File: config.mk
export PLATFORM = sky130hd
export DESIGN_NAME = sram_like_arbiter
export DESIGN_NICKNAME = d
export VERILOG_FILES = /design/src/rtl/cpu_bus_pkg.sv /design/src/rtl/arb_tag_fifo.sv /design/src/rtl/sram_like_arbiter.sv
export SDC_FILE = /design/constraint.sdc
export NUM_CORES = 1
export LEC_CHECK = 0
export BUFFER_PORTS_ARGS = -buffer_cell sky130_fd_sc_hd__buf_2
export CAP_MARGIN = 10
export CORE_AREA = 4 4 121 123
export CTS_CLUSTER_SIZE = 25
export DETAILED_ROUTE_END_ITERATION = 12
export DIE_AREA = 0 0 125 127
export PLACE_DENSITY = 0.58
export SYNTH_ARGS = -nofsm -noshare
export SYNTH_HDL_FRONTEND = slang
export SYNTH_HIERARCHICAL = 1
export SYNTH_SLANG_ARGS = --single-unit
File: constraint.sdc
create_clock -name clk -period 2.9 [get_ports clk]
set_input_delay 0.29 -clock clk [delete_from_list [all_inputs] [get_ports clk]]
set_output_delay 0.29 -clock clk [all_outputs]
set_load 0.02 [all_outputs]
File: src/rtl/cpu_bus_pkg.sv
// Shared definitions for the CPU-side SRAM-like bus: requester IDs,
// transfer size encodings and the arbiter state type.
package cpu_bus_pkg;

    localparam logic REQ_INST = 1'b0;
    localparam logic REQ_DATA = 1'b1;

    localparam logic [1:0] SIZE_B = 2'd0;
    localparam logic [1:0] SIZE_H = 2'd1;
    localparam logic [1:0] SIZE_W = 2'd2;

    typedef enum logic {
        ARB_IDLE   = 1'b0,
        ARB_LOCKED = 1'b1
    } arb_state_t;

endpackage

File: src/rtl/arb_tag_fifo.sv
// Tag FIFO remembering which requester issued each accepted request, so
// in-order responses can be routed back. One bit per entry.
module arb_tag_fifo
    import cpu_bus_pkg::*;
#(
    parameter int DEPTH = 4
) (
    input  logic clk,
    input  logic reset,
    input  logic push,
    input  logic push_id,
    input  logic pop,
    output logic head_id,
    output logic full,
    output logic empty
);

    localparam int PTR_W = $clog2(DEPTH);

    logic [DEPTH-1:0] tags;
    logic [PTR_W-1:0] wr_ptr;
    logic [PTR_W-1:0] rd_ptr;
    logic [PTR_W:0]   count;
    logic             do_push;
    logic             do_pop;

    assign full    = (count == (PTR_W+1)'(DEPTH));
    assign empty   = (count == '0);
    assign head_id = tags[rd_ptr];
    assign do_push = push && !full;
    assign do_pop  = pop && !empty;

    // Pointer, count and tag storage update; push and pop may coincide.
    always_ff @(posedge clk) begin
        if (reset) begin
            tags   <= '0;
            wr_ptr <= '0;
            rd_ptr <= '0;
            count  <= '0;
        end else begin
            if (do_push) begin
                tags[wr_ptr] <= push_id;
                wr_ptr       <= wr_ptr + PTR_W'(1);
            end
            if (do_pop) begin
                rd_ptr <= rd_ptr + PTR_W'(1);
            end
            case ({do_push, do_pop})
                2'b10:   count <= count + (PTR_W+1)'(1);
                2'b01:   count <= count - (PTR_W+1)'(1);
                default: count <= count;
            endcase
        end
    end

endmodule

File: src/rtl/sram_like_arbiter.sv
// Merges the instruction-fetch and load/store SRAM-like ports onto one
// memory port. Data side wins ties; a grant stalled by the slave is
// locked to its owner until addr_ok. Responses return in order and are
// steered by a tag FIFO.
module sram_like_arbiter
    import cpu_bus_pkg::*;
#(
    parameter int OUTSTANDING = 4,
    parameter int ADDR_W      = 32,
    parameter int DATA_W      = 32
) (
    input  logic              clk,
    input  logic              reset,

    input  logic              inst_req,
    input  logic              inst_wr,
    input  logic [1:0]        inst_size,
    input  logic [3:0]        inst_wstrb,
    input  logic [ADDR_W-1:0] inst_addr,
    input  logic [DATA_W-1:0] inst_wdata,
    output logic              inst_addr_ok,
    output logic              inst_data_ok,
    output logic [DATA_W-1:0] inst_rdata,

    input  logic              data_req,
    input  logic              data_wr,
    input  logic [1:0]        data_size,
    input  logic [3:0]        data_wstrb,
    input  logic [ADDR_W-1:0] data_addr,
    input  logic [DATA_W-1:0] data_wdata,
    output logic              data_addr_ok,
    output logic              data_data_ok,
    output logic [DATA_W-1:0] data_rdata,

    output logic              mem_req,
    output logic              mem_wr,
    output logic [1:0]        mem_size,
    output logic [3:0]        mem_wstrb,
    output logic [ADDR_W-1:0] mem_addr,
    output logic [DATA_W-1:0] mem_wdata,
    input  logic              mem_addr_ok,
    input  logic              mem_data_ok,
    input  logic [DATA_W-1:0] mem_rdata
);

    arb_state_t state;
    arb_state_t state_n;
    logic       owner_q;
    logic       owner;
    logic       owner_req;
    logic       fire;
    logic       fifo_pop;
    logic       fifo_head;
    logic       fifo_full;
    logic       fifo_empty;

    // In IDLE the owner is picked combinationally; once locked it is frozen.
    assign owner     = (state == ARB_LOCKED) ? owner_q
                     : (data_req ? REQ_DATA : REQ_INST);
    assign owner_req = (owner == REQ_DATA) ? data_req : inst_req;
    assign fire      = mem_req && mem_addr_ok;
    // A response with nothing outstanding is a slave error and is dropped.
    assign fifo_pop  = mem_data_ok && !fifo_empty && !reset;

    // State register, plus capture of the owner while a grant is still open.
    always_ff @(posedge clk) begin
        if (reset) begin
            state   <= ARB_IDLE;
            owner_q <= REQ_INST;
        end else begin
            state <= state_n;
            if (state == ARB_IDLE) begin
                owner_q <= owner;
            end
        end
    end

    // Next state: lock when the slave stalls a request, release on acceptance.
    always_comb begin
        state_n = state;
        case (state)
            ARB_IDLE:   if (mem_req && !mem_addr_ok) state_n = ARB_LOCKED;
            ARB_LOCKED: if (fire)                    state_n = ARB_IDLE;
            default:    state_n = ARB_IDLE;
        endcase
    end

    // Outputs: gated request, owner field mux, handshake and response routing.
    always_comb begin
        mem_req      = owner_req && !fifo_full && !reset;
        mem_wr       = 1'b0;
        mem_size     = 2'd0;
        mem_wstrb    = 4'd0;
        mem_addr     = '0;
        mem_wdata    = '0;
        if (mem_req) begin
            if (owner == REQ_DATA) begin
                mem_wr    = data_wr;
                mem_size  = data_size;
                mem_wstrb = data_wstrb;
                mem_addr  = data_addr;
                mem_wdata = data_wdata;
            end else begin
                mem_wr    = inst_wr;
                mem_size  = inst_size;
                mem_wstrb = inst_wstrb;
                mem_addr  = inst_addr;
                mem_wdata = inst_wdata;
            end
        end
        inst_addr_ok = fire && (owner == REQ_INST);
        data_addr_ok = fire && (owner == REQ_DATA);
        inst_data_ok = fifo_pop && (fifo_head == REQ_INST);
        data_data_ok = fifo_pop && (fifo_head == REQ_DATA);
        inst_rdata   = mem_rdata;
        data_rdata   = mem_rdata;
    end

    arb_tag_fifo #(
        .DEPTH (OUTSTANDING)
    ) u_tag_fifo (
        .clk     (clk),
        .reset   (reset),
        .push    (fire),
        .push_id (owner),
        .pop     (fifo_pop),
        .head_id (fifo_head),
        .full    (fifo_full),
        .empty   (fifo_empty)
    );

endmodule

* Word-level counts from Yosys, hierarchy flattened
Index checks and enable logic that the tools add are counted.
Word-level totals: flip-flop bits (word level) 13, output and inout bits 140
Operators by class: equality and inequality tests 3, bitwise logic cells 3, muxes and demuxes 22, reductions and logical operators 19, $add $sub $neg 4, order comparisons 3
Operators by type and width (number):
- 2-to-1 mux 32 bit | 4
- logical AND 1 bit | 13
- 2-to-1 mux 1 bit | 9
- 2-to-1 mux 4 bit | 2
- less-than comparator 2 x 3 -> 1 bit (second input constant) | 2
- case mux 3 bit (2 select lines) | 1
- adder 2 x 1 -> 2 bit (second input constant) | 2
- bitwise mux 4 bit | 1
- logical NOT 1 bit | 4
- 2-to-1 mux 2 bit | 2
- adder 3 x 1 -> 3 bit (second input constant) | 1
- equality test 3 bit (second input constant) | 1
- logical NOT 3 bit | 1
- inverter 1 bit | 3
- subtractor 3 x 1 -> 3 bit (second input constant) | 1
- binary-select mux 1 bit (select 2 bit) | 1
- demux 1 bit (select 2 bit) | 1
- equality test 2 x 1 -> 1 bit (second input constant) | 1
- equality test 2 bit (second input constant) | 1
- greater-or-equal comparator 2 x 1 -> 1 bit (second input constant) | 1
- case mux 1 bit (2 select lines) | 1
- nonzero test 2 bit | 1

* Logic depth before layout (Yosys ltp)
Gate-level depths: netlist of the first run.
word-level depth 9, mapped depth 14

* Cells and area by module
Netlist of the first run, hierarchy kept.
Modules (own cells, without submodules):
- sram_like_arbiter | cells an instance 318, seq. area each 40.0 µm², area an instance 1875.5 µm², times used 1
- arb_tag_fifo | cells an instance 65, seq. area each 220.2 µm², area an instance 606.8 µm², times used 1

* Least setup slack after synthesis of the first run
OpenSTA, ideal clock, no wires.
path type flip-flop to flip-flop, start point register u_tag_fifo.count[0], end point register u_tag_fifo.count[2], period minus slack after synthesis 2.873 ns, required time 2.830 ns, library setup time 0.070 ns, setup slack 0.027 ns, arrival 2.803 ns, stages on the path, launching flop included 15, buffers on the path 2, path through dfxtp_1 > or3b_1 > buf_2 > inv_1 > a2111o_1 > clkbuf_1 > nor2_1 > and2_4 > inv_1 > ha_1 > inv_1 > fa_1 > xor2_1 > or3_1 > a21oi_1
Between the ends: longest elaborated chain between the ends 8, elaborated cells on any way between the ends 17, classes of those cells 2 x add/sub; 3 x eq/ne; 1 x mux; 11 x reduce/logical
RTL lines:
- start, declared | RTL line arb_tag_fifo.sv:23 | logic [PTR_W:0] count;
- start signal, assigned | RTL line arb_tag_fifo.sv:49 | 2'b10: count <= count + (PTR_W+1)'(1);
- start signal, assigned | RTL line arb_tag_fifo.sv:50 | 2'b01: count <= count - (PTR_W+1)'(1);
- start signal, assigned | RTL line arb_tag_fifo.sv:51 | default: count <= count;
- equality test 3 bit (*) | RTL line arb_tag_fifo.sv:27 | assign full = (count == (PTR_W+1)'(DEPTH));
- via fifo_full | RTL line sram_like_arbiter.sv:54 | logic fifo_full;
- logical NOT 1 bit (*) | RTL line sram_like_arbiter.sv:90 | mem_req = owner_req && !fifo_full && !reset;
- logical AND 1 bit (*) (2 in series) | RTL line sram_like_arbiter.sv:90
- logical AND 1 bit (*) | RTL line sram_like_arbiter.sv:61 | assign fire = mem_req && mem_addr_ok;
- via fire | RTL line sram_like_arbiter.sv:51 | logic fire;
- logical AND 1 bit (*) | RTL line arb_tag_fifo.sv:30 | assign do_push = push && !full;
- equality test 2 x 1 -> 1 bit / equality test 2 bit (equally long branches) | RTL line arb_tag_fifo.sv:48 | case ({do_push, do_pop})
- case mux 3 bit (2 select lines) / nonzero test 2 bit (equally long branches)
The timed path passes the listed nets; every way through them passes the cells marked *. A chain may end at the register's enable or synchronous reset.

* Final worst setup path of the first run
start point register u_tag_fifo.count[2], end point register u_tag_fifo.count[2]
The elaborated chain is that of the path after synthesis.

==> flow_metrics.tcl, run 1 <==
set metrics [dict create \
    cap_violations 0 \
    clock_latency_ns 0.24 \
    ys_top_cells_by_area "nand2_1 (22%), a21oi_2 (21%), buf_4 (19%)" \
    vias 2822 \
    multi_input_area_um2 1570 \
    drtIter0Drc 110 \
    wl_per_cell_um 12.7 \
    postCtsHoldBufs 0 \
    r2r_slack_ns 0.27 \
    synth_seq_cells 13 \
    ant_nets 0 \
    hold_viol 0 \
    first_global_vias 2654 \
    synthAdderAreaFrac_pct 3.33 \
    fmax_mhz 380 \
    rsz0062_at_grt "false" \
    port-buffer-count 223 \
    clkTransAtPathRegs_ns 0.04 \
    worstPathArrival_ns 2.81 \
    grt_max_degree 75 \
    maxUsedRoutingLayer "met4" \
    path_class "flop to flop" \
    endpoint_kind "flop" \
    dpl.cell_count 702 \
    yosysUniqueCellTypes 33 \
    dp_hpwl_um 7080 \
    seq_area_frac_synth_pct 10.5 \
    vias_per_cell 4.00 \
    cts_buffers 3 \
    synth-edff-count 0 \
    cts_root_buf "clkbuf_16" \
    synth_top_family_by_area "simple AND/OR/NAND/NOR gates" \
    yosysTopAreaCell "nand2_1" \
    fillers 1552 \
    dieArea_um2 15900 \
    yosys.area_share.simple_pct 28.0 \
    tns_ns 0 \
    rows 43 \
    cp_max_fo 7 \
    tightest_slew_ns 0.557 \
    cts.path.max_buffers 2 \
    ioPinCount 320 \
    yosys-top-cells-count "nand2_1 (143), buf_4 (64), a21oi_2 (60), a21oi_1 (14), clkbuf_1 (14)" \
    power_w 0.00102 \
    synthFlopType "dfxtp_1" \
    start_util_pct 18.2 \
    post_cts_resized 0 \
    core_um2 13700 \
    drive_above_1_share_pct 56.7 \
    synth_compound_area_share_pct 26.2 \
    syn_nets 569 \
    netlist.area_leader.share_pct 21.6 \
    instances_no_fill 706 \
    peakVddDrop_v 0.000132 \
    leakagePower_nw 1.78 \
    finalSetupViolCount 0 \
    grt_first_pass_wirelength_um 13800 \
    routed-wl-met3_um 904 \
    nets 713 \
    grt_use_total_pct 10.2 \
    drtPass1Iterations 4 \
    async_reset_ff_share_pct 0 \
    die_y_um 127 \
    synthToLayoutAreaGrowth_pct 35.4 \
    syn_avg_cell_area_um2 6.48 \
    final_max_slew_viol_count 0 \
    finalCritPeriodShare_pct 90.7 \
    fin_worst_skew_ns 0.00188 \
    chipWidth_um 125 \
    layout_min_cycle_time_ns 2.63 \
    cellPowerDensity_nw_per_um2 303 \
    cp-start-kind "flop" \
    post_cts_buffers 0 \
    cts_tree "done" \
    grt_remaining_overflow 0 \
    synth_xor_area_share_pct 1.06 \
    gp_congestion 0.792 \
    wirelength_um 8990 \
    ys.warnings.count 6 \
    min_path_type "primary input to flop" \
    postSynthCellCount 383 \
    wl_met2_um 4340 \
    syn-cell-area_um2 2480 \
    crit_required_ns 3.08 \
    cts.sinks 13 \
    synth.most_common_cell "nand2_1" \
    diodes 0 \
    status "complete, no violations" \
    seq_area_um2 260 \
    drcViolationCount 0 \
    antenna_found_initial 0 \
    max_slew_margin_pct 62.8 \
    met1_length_um 3620 \
    muxShareOfSynthArea_pct 3.93 \
    h-tree-depth 1 \
]
[through the flow]
stage / instance area (um2) / hold slack (ns) / utilization [%] / setup WS (ns)
floorplan: 2480 / 0.362 / - / 0.0270
global placement: 3280 / 0.468 / 24.0 / 0.295
finish: 3360 / 0.242 / 24.6 / 0.269
detailed placement: 3280 / 0.472 / 24.0 / 0.272
CTS: 3360 / 0.239 / 24.6 / 0.260
global route: 3360 / 0.247 / 24.6 / 0.0633
[final cells by class]
| cell class | instances | share of cell area, % |
|---|---|---|
| well taps | 180 | 6.70 |
| flip-flops and latches | 13 | 7.74 |
| repair buffers | 228 | 35.4 |
| clock buffers | 4 | 2.34 |
| multi-input cells | 270 | 46.6 |
| inverters | 11 | 1.23 |
[logic make-up (layout without fill, tap and decap cells)]
kind of cell | after synthesis | in the layout
compound gates | 81 | 81
buf+inv | 100 | 243
xor+xnor | 3 | 3
flops | 13 | 13
fa+ha+maj | 6 | 6
simple gates | 172 | 172
mux | 8 | 8
[path summary, 6_finish.rpt]
kind / to / cells past startpoint / startpoint
setup / recovery: u_tag_fifo/count[2]$_SDFFE_PP0P_ / 12 / u_tag_fifo/count[2]$_SDFFE_PP0P_
setup reg to reg: u_tag_fifo/count[2]$_SDFFE_PP0P_ / 12 / u_tag_fifo/count[2]$_SDFFE_PP0P_
hold / removal: flop / 2 / mem_addr_ok
hold reg to reg: u_tag_fifo/tags[3]$_SDFFE_PP0P_ / 2 / u_tag_fifo/tags[3]$_SDFFE_PP0P_
[registers in the layout, summed over array words and instances (netlist names), named ones only]
| signal | cells |
|---|---|
| u_tag_fifo/tags | 4 |
| u_tag_fifo/count | 3 |
| u_tag_fifo/rd_ptr | 2 |
| u_tag_fifo/wr_ptr | 2 |
| owner_q | 1 |
[routing by layer]
| layer | track usage [%] | vias up |
|---|---|---|
| li1 | - | 1449 |
| met1 | 12.6 | 1201 |
| met2 | 17.6 | 148 |
| met3 | 2.97 | 24 |
| met4 | 2.55 | 0 |
| met5 | 0 | - |
[layout by cell type, fill, tap and decap left out, types with 4 or more instances in the layout]
master,n
a21oi_1,14
a21oi_2,60
buf_2,223
dfxtp_1,13
ha_1,5
inv_1,10
mux2i_1,5
nand2_1,143
nand2b_1,5
nand3_1,4
nor2_1,9
[report_power, final]
part | switching, W | total (W) | internal, W
Combinational | 0.000348 | 0.000565 | 0.000216
Clock | 0.0000758 | 0.000261 | 0.000185
Sequential | 0.00000725 | 0.000193 | 0.000186
Total | 0.000431 | 0.00102 | 0.000588
[worst max-delay path, cell delays in order (launching register included)]
cell,delay (ns)
dfxtp_1,0.37
or3b_1,0.48
inv_1,0.12
a2111o_2,0.14
nor2_1,0.06
and2_4,0.15
inv_1,0.05
ha_1,0.18
inv_1,0.06
fa_1,0.37
xor2_1,0.15
or3_1,0.30
a21oi_1,0.14
(Power assumes the default switching activity.)
==> inputs of run 2 (changes only) <==
--- a/config.mk
+++ b/config.mk
@@ -5,7 +5,7 @@
 export SDC_FILE = /design/constraint.sdc
 export NUM_CORES = 1
 export LEC_CHECK = 0
-export BUFFER_PORTS_ARGS = -buffer_cell sky130_fd_sc_hd__buf_2
+export BUFFER_PORTS_ARGS = -buffer_cell sky130_fd_sc_hd__clkbuf_2
 export CAP_MARGIN = 10
 export CORE_AREA = 4 4 121 123
 export CTS_CLUSTER_SIZE = 25
==> run 2 against run 1 <==
  * Non-clock buffer count is 1 higher
  * Clock skew hardly changed
  * Critical path depth stayed put
  * Setup slack worse by 0.010 ns
  * Worst hold slack better by 0.0053 ns
  * Wire length is 2.0% lower
  * Largest power group unchanged
  * First-iteration DRC count is 29% higher
  * Sequential power hardly changed
==> flow_metrics.tcl, run 2 (synthesis gave the netlist of run 1 again) <==
set metrics [dict create \
    reg_top3 "u_tag_fifo/tags (4), u_tag_fifo/count (3)" \
    chipWidth_um 125 \
    cellPowerDensity_nw_per_um2 303 \
    nets 714 \
    drive_above_1_share_pct 56.9 \
    post_cts_buffers 0 \
    wl_per_cell_um 12.5 \
    vias_per_cell 3.97 \
    tns_ns 0 \
    ioPinCount 320 \
    dp_hpwl_um 7040 \
    rows 43 \
    min_path_type "primary input to flop" \
    cp-start-kind "flop" \
    path_class "flop to flop" \
    grt_use_total_pct 10.2 \
    rsz0062_at_grt "false" \
    ant_nets 0 \
    cts.sinks 13 \
    antenna_found_initial 0 \
    mostFrequentLayoutCell "clkbuf_2" \
    synthToLayoutAreaGrowth_pct 35.8 \
    grt_max_degree 75 \
    peakVddDrop_v 0.000165 \
    h-tree-depth 1 \
    tightest_slew_ns 0.609 \
    die_y_um 127 \
    wirelength_um 8820 \
    drcViolationCount 0 \
    postCtsHoldBufs 0 \
    finalSetupViolCount 0 \
    fmax_mhz 379 \
    dieArea_um2 15900 \
    core_um2 13700 \
    cts.path.max_buffers 2 \
    endpoint_kind "flop" \
    drtPass1Iterations 4 \
    grt_first_pass_wirelength_um 13800 \
    fin_worst_skew_ns 0.00199 \
    instances_no_fill 707 \
    clock_latency_ns 0.24 \
    crit_required_ns 3.08 \
    cp_max_fo 7 \
    final_max_slew_viol_count 0 \
    cts_root_buf "clkbuf_16" \
    largest_reg_flops 4 \
    post_cts_resized 0 \
    dpl.cell_count 703 \
    cap_violations 0 \
    max_slew_margin_pct 59.3 \
    worstPathArrival_ns 2.82 \
    first_global_vias 2648 \
    hold_viol 0 \
    clkTransAtPathRegs_ns 0.05 \
    diodes 0 \
    vias 2810 \
    final_cell_mix "clkbuf_2 (223), nand2_1 (143), a21oi_2 (60)" \
    status "complete, no violations" \
    finalCritPeriodShare_pct 91.1 \
    start_util_pct 18.2 \
    grt_remaining_overflow 0 \
    port-buffer-count 223 \
    cts_tree "done" \
    drtIter0Drc 142 \
    gp_congestion 0.805 \
    layout_min_cycle_time_ns 2.64 \
    leakagePower_nw 1.77 \
    cts_buffers 3 \
    top_register "u_tag_fifo/tags" \
]
[run 2: final cells by class]
type                       count  area [um2]
fill                        1545       10300
clock inverter                 1        5.00
sequential                    13         260
timing repair buffer         229        1200
inverter                      11        41.3
clock buffer                   3        75.1
multi-input combinational    270        1570
tap                          180         225
[run 2: path summary, 6_finish.rpt]
check,start,end,slack [ns],depth (start not counted)
max,u_tag_fifo/count[2]$_SDFFE_PP0P_,u_tag_fifo/count[2]$_SDFFE_PP0P_,0.26,12
max reg2reg,u_tag_fifo/count[2]$_SDFFE_PP0P_,u_tag_fifo/count[2]$_SDFFE_PP0P_,0.26,12
min,mem_addr_ok,flop,0.25,2
min reg2reg,u_tag_fifo/tags[3]$_SDFFE_PP0P_,u_tag_fifo/tags[3]$_SDFFE_PP0P_,0.49,2
[run 2: metal layers]
layer,vias up,wire length (um),GRT usage [%]
met1,1188,3500,12.4
met4,0,118,1.98
met3,22,921,3.14
met5,-,0,0
met2,150,4280,17.9
li1,1450,-,-
[run 2: where the power goes]
group	internal, W	switching (W)
Combinational	0.000216	0.000350
Sequential	0.000186	0.00000722
Clock	0.000183	0.0000773
[run 2: stage by stage]
step                instance area, um2  worst slack (ns)  power (W)  hold slack [ns]  utilization, %
finish                            3370             0.259    0.00102            0.247            24.7
global route                      3370            0.0778    0.00109            0.255            24.7
CTS                               3370             0.262    0.00104            0.243            24.7
detailed placement                3290             0.283   0.000771            0.475            24.1
global placement                  3290             0.296   0.000767            0.466            24.1
floorplan                         2480            0.0270   0.000679            0.362               -
[run 2: critical path: stages, from the launching register on]
cell and delay (ns):
dfxtp_1 0.37, or3b_1 0.47, inv_1 0.12, a2111o_2 0.14, nor2_1 0.06, and2_4 0.15, inv_1 0.05, ha_1 0.18
inv_1 0.06, fa_1 0.37, xor2_1 0.15, or3_1 0.30, a21oi_1 0.14
